$ cat config.mk
export PLATFORM = sky130hd
export DESIGN_NAME = channel_arbiter
export DESIGN_NICKNAME = d
export VERILOG_FILES = /design/src/rtl/channel_arbiter.sv
export SDC_FILE = /design/constraint.sdc
export NUM_CORES = 1
export LEC_CHECK = 0
export CAP_MARGIN = 20
export CORE_MARGIN = 2
export CORE_UTILIZATION = 34
export CTS_CLUSTER_SIZE = 10
export DETAILED_ROUTE_END_ITERATION = 7
export PLACE_DENSITY = 0.6
export SYNTH_ARGS = -nofsm -noshare
export SYNTH_HDL_FRONTEND = slang
export SYNTH_SLANG_ARGS = --single-unit
$ cat constraint.sdc
create_clock -name clk -period 4.8 [get_ports clk]
set_input_delay 0.96 -clock clk [delete_from_list [all_inputs] [get_ports clk]]
set_output_delay 0.96 -clock clk [all_outputs]
set_load 0.005 [all_outputs]
$ cat src/rtl/channel_arbiter.sv
// channel_arbiter: round-robin owner of one shared interposer channel; drives each node's
// send/receive/bypass/idle control. Optional saturating grant counter under ARB_STATS_EN.
module channel_arbiter #(
    parameter int unsigned NUM_NODES   = 8,
    parameter int unsigned ID_W        = 3,
    parameter int unsigned HOLD_CYCLES = 1
) (
    input  logic                          clk,
    input  logic                          reset,
    input  logic [NUM_NODES*(ID_W+1)-1:0] req_in,
    output logic [NUM_NODES*3-1:0]        ctrl_out,
    output logic                          busy,
    output logic [ID_W-1:0]               grant_src,
    output logic [ID_W-1:0]               grant_dst,
    output logic                          req_err,
    output logic [15:0]                   grant_cnt
);

    localparam int unsigned REQ_W   = ID_W + 1;
    localparam logic [3:0]  HOLD_M1 = 4'(HOLD_CYCLES - 1);

    localparam logic [0:0] ST_IDLE  = 1'b0;
    localparam logic [0:0] ST_GRANT = 1'b1;

    localparam logic [2:0] CTRL_SEND = 3'b100;
    localparam logic [2:0] CTRL_RECV = 3'b010;
    localparam logic [2:0] CTRL_BYP  = 3'b001;

    logic [0:0]             state_q, state_d;
    logic [ID_W-1:0]        rr_ptr_q, rr_ptr_d;
    logic [3:0]             hold_q, hold_d;
    logic [ID_W-1:0]        src_q, src_d;
    logic [ID_W-1:0]        dst_q, dst_d;
    logic [NUM_NODES*3-1:0] ctrl_q, ctrl_d;
    logic                   req_err_q, req_err_d;

    logic [NUM_NODES-1:0]   req_valid;
    logic [NUM_NODES-1:0]   eligible;
    logic [ID_W-1:0]        req_dst [NUM_NODES];

    logic                   pick_found;
    logic [ID_W-1:0]        pick_src;
    logic [ID_W-1:0]        pick_dst;
    logic [ID_W-1:0]        span_lo;
    logic [ID_W-1:0]        span_hi;
    logic [NUM_NODES*3-1:0] pick_ctrl;

    // Request decode: self-addressed or out-of-range destinations are not eligible.
    always_comb begin
        for (int k = 0; k < NUM_NODES; k++) begin
            req_valid[k] = req_in[k*REQ_W + ID_W];
            req_dst[k]   = req_in[k*REQ_W +: ID_W];
            eligible[k]  = req_valid[k] && (req_dst[k] != ID_W'(k))
                           && (32'(req_dst[k]) < NUM_NODES);
        end
    end

    // Round-robin scan: first pass covers rr_ptr..top, second pass wraps to 0..rr_ptr-1.
    always_comb begin
        pick_found = 1'b0;
        pick_src   = '0;
        pick_dst   = '0;
        for (int k = 0; k < NUM_NODES; k++) begin
            if (!pick_found && eligible[k] && (ID_W'(k) >= rr_ptr_q)) begin
                pick_found = 1'b1;
                pick_src   = ID_W'(k);
                pick_dst   = req_dst[k];
            end
        end
        for (int k = 0; k < NUM_NODES; k++) begin
            if (!pick_found && eligible[k]) begin
                pick_found = 1'b1;
                pick_src   = ID_W'(k);
                pick_dst   = req_dst[k];
            end
        end
    end

    // Channel path for the chosen pair: sender, receiver, and pass-through nodes between them.
    always_comb begin
        span_lo   = (pick_src < pick_dst) ? pick_src : pick_dst;
        span_hi   = (pick_src < pick_dst) ? pick_dst : pick_src;
        pick_ctrl = '0;
        for (int k = 0; k < NUM_NODES; k++) begin
            if (ID_W'(k) == pick_src) begin
                pick_ctrl[k*3 +: 3] = CTRL_SEND;
            end else if (ID_W'(k) == pick_dst) begin
                pick_ctrl[k*3 +: 3] = CTRL_RECV;
            end else if ((ID_W'(k) > span_lo) && (ID_W'(k) < span_hi)) begin
                pick_ctrl[k*3 +: 3] = CTRL_BYP;
            end
        end
    end

    always_comb begin
        state_d   = state_q;
        rr_ptr_d  = rr_ptr_q;
        hold_d    = hold_q;
        src_d     = src_q;
        dst_d     = dst_q;
        ctrl_d    = ctrl_q;
        req_err_d = 1'b0;
        case (state_q)
            ST_IDLE: begin
                req_err_d = |(req_valid & ~eligible);
                if (pick_found) begin
                    state_d = ST_GRANT;
                    src_d   = pick_src;
                    dst_d   = pick_dst;
                    ctrl_d  = pick_ctrl;
                    hold_d  = HOLD_M1;
                end
            end
            ST_GRANT: begin
                if (hold_q == 4'd0) begin
                    state_d  = ST_IDLE;
                    ctrl_d   = '0;
                    rr_ptr_d = (src_q == ID_W'(NUM_NODES - 1)) ? '0 : src_q + 1'b1;
                end else begin
                    hold_d = hold_q - 4'd1;
                end
            end
            default: begin
                state_d = ST_IDLE;
                ctrl_d  = '0;
            end
        endcase
    end

    always_ff @(posedge clk or negedge reset) begin
        if (!reset) begin
            state_q   <= ST_IDLE;
            rr_ptr_q  <= '0;
            hold_q    <= 4'd0;
            src_q     <= '0;
            dst_q     <= '0;
            ctrl_q    <= '0;
            req_err_q <= 1'b0;
        end else begin
            state_q   <= state_d;
            rr_ptr_q  <= rr_ptr_d;
            hold_q    <= hold_d;
            src_q     <= src_d;
            dst_q     <= dst_d;
            ctrl_q    <= ctrl_d;
            req_err_q <= req_err_d;
        end
    end

    assign ctrl_out  = ctrl_q;
    assign busy      = (state_q == ST_GRANT);
    assign grant_src = src_q;
    assign grant_dst = dst_q;
    assign req_err   = req_err_q;

`ifdef ARB_STATS_EN
    logic        grant_start;
    logic [15:0] grant_cnt_q;

    assign grant_start = (state_q == ST_IDLE) && pick_found;

    always_ff @(posedge clk or negedge reset) begin
        if (!reset) begin
            grant_cnt_q <= 16'h0000;
        end else if (grant_start && (grant_cnt_q != 16'hFFFF)) begin
            grant_cnt_q <= grant_cnt_q + 16'd1;
        end
    end

    assign grant_cnt = grant_cnt_q;
`else
    assign grant_cnt = 16'h0000;
`endif

endmodule
# Word level (Yosys, flattened, before mapping)

Index checks and enable logic that the tools add are counted.

Flip-flop bits (word level): 39
Input bits: 34
Logic and storage cells: 209

Add/sub/neg operators: 2
Magnitude comparators: 25
Equal/unequal tests: 25
Multiplexer cells: 84
Bitwise operators: 3
Reductions and logical operators: 63

Operator list:

| operator                                                             | number |
|---|---|
| 3-bit 2-to-1 mux                                                     | 41 |
| 24-bit 2-to-1 mux                                                    | 2 |
| 24-bit one-hot mux with 2 select lines                               | 1 |
| 1-bit logical AND                                                    | 39 |
| 1-bit 2-to-1 mux                                                     | 28 |
| 3-bit == test, first input constant                                  | 8 |
| 2-bit 2-to-1 mux                                                     | 8 |
| 1-bit logical NOT                                                    | 15 |
| 2-bit by 3-bit == test with 1-bit output, first input constant       | 4 |
| 3-bit >= comparator, first input constant                            | 4 |
| 3-bit > comparator, first input constant                             | 4 |
| 3-bit < comparator, first input constant                             | 4 |
| 3-bit != test, second input constant                                 | 4 |
| 8-bit bitwise AND                                                    | 1 |
| 4-bit 2-to-1 mux                                                     | 2 |
| 8-bit NOT                                                            | 1 |
| 4-bit one-hot mux with 2 select lines                                | 1 |
| 2-bit AND reduction                                                  | 4 |
| 8-bit OR reduction                                                   | 1 |
| 1-bit by 3-bit == test with 1-bit output, first input constant       | 2 |
| 1-bit by 3-bit >= comparator with 1-bit output, first input constant | 2 |
| 2-bit by 3-bit >= comparator with 1-bit output, first input constant | 2 |
| 1-bit by 3-bit > comparator with 1-bit output, first input constant  | 2 |
| 2-bit by 3-bit > comparator with 1-bit output, first input constant  | 2 |
| other kinds (15)                                                     | 20 |

# Logic depth before layout (Yosys ltp)

Depth in word-level cells: 65
Depth in mapped cells: 17
Gate-level depth less buffers: 15

# Worst setup path after synthesis

OpenSTA, ideal clock, no wires.

Kind: input -> register
Start point: input req_in[16]
End point: register ctrl_q[3], in the netlist ctrl_out[3]
Arrival time: 4.312 ns
Required time: 4.696 ns
Slack: 0.385 ns
Cell stages on the path: 16
Cells stage by stage: or3b_1 -> and3_4 -> or2_4 -> nor4_2 -> a21oi_1 -> and3_1 -> buf_2 -> inv_2 -> ha_1 -> nor2_1 -> nor2_1 -> nor2_1 -> a41oi_4 -> a211o_1 -> a211o_1 -> o41ai_2

Word-level cells in the longest chain between the ends: 50
Elaborated cells on any way between the ends: 80
Those cells by class: order compare (3); eq/ne (4); mux (43); reduce/logical (30)

Ends and longest elaborated chain:

| element                                                                                                        | RTL line | RTL |
|---|---|---|
| start, declared                                                                                                | 10       | `input logic [NUM_NODES*(ID_W+1)-1:0] req_in,` |
| 3-bit != test (*)                                                                                              | 53       | `eligible[k] = req_valid[k] && (req_dst[k] != ID_W'(k))` |
| 1-bit logical AND (*)                                                                                          | 53       |  |
| 1-bit logical AND (2 in a row)                                                                                 | 64       | `if (!pick_found && eligible[k] && (ID_W'(k) >= rr_ptr_q)) begin` |
| 1-bit 2-to-1 mux                                                                                               | 64       |  |
| 1-bit logical NOT                                                                                              | 64       |  |
| 1-bit logical AND (2 in a row)                                                                                 | 64       |  |
| 1-bit 2-to-1 mux                                                                                               | 64       |  |
| 1-bit logical NOT                                                                                              | 64       |  |
| [... 31 more ...]                                                                                              | n/a      |  |
| named net pick_src[1]                                                                                          | 42       | `logic [ID_W-1:0] pick_src;` |
| [... 1 more ...]                                                                                               | n/a      |  |
| 3-bit 2-to-1 mux (on tied branches)                                                                            | 81, 82   |  |
| 1-bit by 3-bit > comparator with 1-bit output or 1-bit by 3-bit < comparator with 1-bit output (tied branches) | 89       | `end else if ((ID_W'(k) > span_lo) && (ID_W'(k) < span_hi)) begin` |
| 1-bit logical AND                                                                                              | 89       |  |
| 1-bit 2-to-1 mux                                                                                               | 89       |  |
| 2-bit 2-to-1 mux                                                                                               | 87       | `end else if (ID_W'(k) == pick_dst) begin` |
| 3-bit 2-to-1 mux (*)                                                                                           | 85       | `if (ID_W'(k) == pick_src) begin` |
| 24-bit 2-to-1 mux (*)                                                                                          | 106      | `if (pick_found) begin` |
| 24-bit one-hot mux with 2 select lines (*)                                                                     | 103      | `case (state_q)` |
| end signal, assigned                                                                                           | 145      | `ctrl_q <= ctrl_d;` |
| end, declared                                                                                                  | 34       | `logic [NUM_NODES*3-1:0] ctrl_q, ctrl_d;` |

Mark *: on every way through the listed nets, which the timed path passes. The rest lies on a longest branch. The select of a mux whose other input is x is not followed.
A chain may end at the register's enable or synchronous reset.

# Final worst setup path

Start point: input req_in[4]
End point: register ctrl_q[12], in the netlist ctrl_out[12]

Word-level cells in the longest chain between the ends: 62
Elaborated cells on any way between the ends: 98
Those cells by class: order compare (3); eq/ne (4); mux (52); reduce/logical (39)

Ends and longest elaborated chain:

| element                                                  | RTL line |
|---|---|
| 3-bit by 1-bit != test with 1-bit output                 | 53 |
| 1-bit logical AND                                        | 53 |
| 1-bit logical AND (2 in a row)                           | 64 |
| 1-bit 2-to-1 mux                                         | 64 |
| 1-bit logical NOT                                        | 64 |
| 1-bit logical AND (2 in a row)                           | 64 |
| 1-bit 2-to-1 mux                                         | 64 |
| 1-bit logical NOT                                        | 64 |
| [... 44 more ...]                                        | n/a |
| 3-bit 2-to-1 mux (on tied branches)                      | 81, 82 |
| 3-bit > comparator or 3-bit < comparator (tied branches) | 89 |
| 1-bit logical AND                                        | 89 |
| 1-bit 2-to-1 mux                                         | 89 |
| 2-bit 2-to-1 mux                                         | 87 |
| 3-bit 2-to-1 mux                                         | 85 |
| 24-bit 2-to-1 mux                                        | 106 |
| 24-bit one-hot mux with 2 select lines                   | 103 |

Parallel ways exist; a longest one is shown, timed or not. The select of a mux whose other input is x is not followed.

==> reports/qor.yml <==
finish:
  fin_area_um2: 4440
  layout-drive-gt1-share_pct: 21.1
  antennaDiodeCount: 0
  final_core_util_pct: 48.5
  nets: 545
  fillers: 903
  area_delta_synth_final_pct: 40.0
global_route:
  overflow: 0
  grt_pass1_vias: 3395
  globalRouteTotalUtil_pct: 22.7
  antenna_found_initial: 0
  grt_first_pass_wirelength_um: 18100
  grt_max_degree: 39
die:
  rows: 35
  die_height_um: 101
  coreArea_um2: 9150
  die_w_um: 101
  start_util_pct: 34.7
  io_pins: 82
  dieArea_um2: 10100
sta:
  setup_violations: 0
  hold-worst-slack_ns: 0.486
  slew_headroom_pct: 33.7
  rsz0062_at_grt: "false"
  worstMarginPinSlew_ns: 0.990
  layout_min_cycle_time_ns: 4.54
  drv_slew: 0
  period_share_pct: 94.6
  max_freq_mhz: 220
  hold_violations: 0
  clock_skew_ns: 0.00506
  fin_setup_tns_ns: 0
job:
  maxCapViolations: 0
logic_synthesis:
  ys_ff_latch: 38
  synthDistinctLibCells: 76
  netlist_area_um2: 3170
  avgSynthCellArea_um2: 8.39
  synthCells: 378
  synth_edf_count: 0
  seq_area_frac_synth_pct: 30.0
  yosysWarningCount: 0
  synth_ff_type: "dfrtp_1"
  async_flop_share_pct: 100
route:
  drtIter0Drc: 330
  drc: 0
  vias_per_cell: 5.66
  dr.pass1.iters: 5
  wirelength_um: 11100
  ant_nets: 0
  post_drt_wl_per_cell_um: 18.1
  num_vias: 3471
setup_path:
  worst-r2r-cell-count: 13
  cp-start-kind: "input pin"
  r2r_start: "rr_ptr_q[1]"
  regToRegSetupSlack_ns: 0.87
  worst_path_most_repeated_cell: "buf_4"
  path_max_fanout: 5
  crit_slowest_cell: "clkdlybuf4s50_1"
  crit_path_cell_trace: "clkdlybuf4s50_1 -> or3b_1 -> a222oi_1 -> buf_4 -> nand4_1 -> buf_4 -> nor3_4 -> a22oi_1 -> a31oi_2 -> ha_1 -> nor2_1 -> nor2_2 -> a41oi_4 -> mux2_2 -> a221oi_1 -> a21o_1"
  cp.required_ns: 5.03
  critPathMaxStageDelay_ns: 0.47
  r2r-end: "ctrl_out[3]"
  worstSetupPathType: "input pin to register"
  worstSetupEndpointType: "register"
  crit_arrival_ns: 4.77
placed_design:
  port_buffers: 64
  dpl.hpwl_um: 8920
  place_area_um2: 4330
  place_congestion: 0.975
worst_hold_path:
  holdCritStartpoint: "ctrl_out[9]"
  hold_path_class: "register to register"
  min_to: "ctrl_out[9]"
  hold_depth: 1
cts:
  clock_path_buffers: 2
  cts_buffers: 5
  clk_pin_slew_ns: 0.07
  cts_htree_levels: 2
  root_buffer: "clkbuf_8"
  cts_tree: "yes"
  numClockSinks: 38
  clock_latency_ns: 0.28
  cts_hold_buf: 0
power_and_ir_drop:
  switching_share_pct: 45.9
  power.switching_mw: 1.17
  p_seq_share_pct: 21.5
  p_clk_share_pct: 8.5
  pwr-share-comb_pct: 70.1
  power.internal_mw: 1.37
  ir_drop_mv: 0.414
  power.density_nw_per_um2: 571
  p_leak_nw: 1.93
  total_power_mw: 2.54
outcome:
  status: "complete, no violations"
==> layer usage <==
| layer | up-vias | share of wire, % | GRT usage, % | routed length, um |
|---|---|---|---|---|
| met4 | 0 | 0.78 | 3.48 | 86 |
| met2 | 126 | 46 | 35.9 | 5050 |
| li1 | 1658 | - | - | - |
| met3 | 8 | 5.1 | 3.61 | 564 |
| met1 | 1679 | 49 | 33.1 | 5380 |
| met5 | - | 0 | 0 | 0 |
==> cell usage after synthesis, drive strengths merged, types with 5 or more instances <==
library cell	n	area share, %
a21o	5	1.2
ha	8	3.2
nand3b	5	1.2
a211oi	6	1.6
o21ai	25	3.9
nor2	27	3.3
and3	8	1.7
a32o	6	1.9
dfrtp	38	30
inv	13	1.5
nand2	38	4.5
buf	27	6.0
o211ai	6	1.6
nand2b	7	1.4
a31oi	7	1.6
nor3	12	2.1
and2	5	0.99
nor4	9	2.2
a221oi	6	1.7
clkbuf	7	0.83
a21oi	11	1.7
nand3	22	3.6
==> layout make-up <==
cell class / instances / area, um2 / area share [%]
sequential: 38 / 951 / 21.4
tap: 111 / 139 / 3.13
clock buffer: 6 / 82.6 / 1.86
timing repair buffer: 136 / 1180 / 26.5
multi-input combinational: 309 / 2050 / 46.0
inverter: 13 / 48.8 / 1.10
==> logic make-up (layout without fill, tap and decap cells) <==
kind of cell | after synthesis | in the layout | synth area share, %
other cells | 1 | 17 | 0.118
buf+inv | 47 | 155 | 8.32
simple gates | 155 | 155 | 26.4
fa+ha+maj | 8 | 8 | 3.15
flops | 38 | 38 | 30.0
compound gates | 120 | 120 | 29.1
xor+xnor | 2 | 2 | 0.552
mux | 7 | 7 | 2.37
==> how the worst max path moves through the flow <==
stage | start | end | cells past startpoint
2_1_floorplan | req_in[16] | ctrl_out[3] | 16
3_3_place_gp | req_in[0] | ctrl_out[3] | 17
3_5_place_dp | req_in[4] | ctrl_out[3] | 15
4_1_cts | req_in[4] | ctrl_out[3] | 18
5_1_grt | req_in[4] | ctrl_out[15] | 19
6_report | req_in[4] | ctrl_out[12] | 16
==> cells in the final DEF (no fill, tap or decap), types with 4 or more instances in the layout <==
cell	instances
clkbuf_8	6
a32o_1	6
o211ai_1	5
o21a_1	4
nand3b_1	5
a22oi_1	4
a21o_1	5
nor4_1	6
and3_1	7
nor3_1	10
conb_1	17
a31oi_1	6
nand2b_1	7
a211oi_1	5
nand4_1	4
buf_4	72
inv_1	12
nor2_1	25
mux2_2	4
o21ai_0	24
nand3_1	21
ha_1	8
dfrtp_1	38
a221oi_1	6
a21oi_1	10
nand2_1	38
clkdlybuf4s50_1	63
nor3b_1	4
and2_1	5
==> worst max-delay path: cells and delay by family <==
family	cells	cell delay (ns)
AO/OA/AOI/OAI	6	1.40
adder cells (fa/ha/maj)	1	0.28
buffers and inverters	3	0.84
multiplexers	1	0.39
AND/OR/NAND/NOR	5	0.90
==> what timing repair did <==
action,in CTS,in global routing
setup buffers,0,0
endpoints found under the setup margin,0,3
gates resized for setup,0,6
==> through the flow <==
stage	std cells	setup WS (ns)
2_1_floorplan	394	0.385
3_3_place_gp	607	-0.107
3_5_place_dp	607	-0.109
4_1_cts	613	0.164
5_1_grt	613	0.0315
6_report	613	0.257
==> flip-flops by register name, indices dropped and copies added, names as in the netlist <==
register   flops
grant_dst      3
req_err        1
busy           1
grant_src      3
ctrl_out      23
rr_ptr_q       3
hold_q         4
==> power by group through the flow <==
stage	clock (mW)	sequential (mW)	combinational (mW)
after floorplan	0	0.520	1.03
after global placement	0	0.544	1.71
after detailed placement	0	0.546	1.71
after CTS	0.220	0.541	1.73
after global routing	0.240	0.556	1.96
final	0.216	0.545	1.78
(Power assumes the default switching activity.)
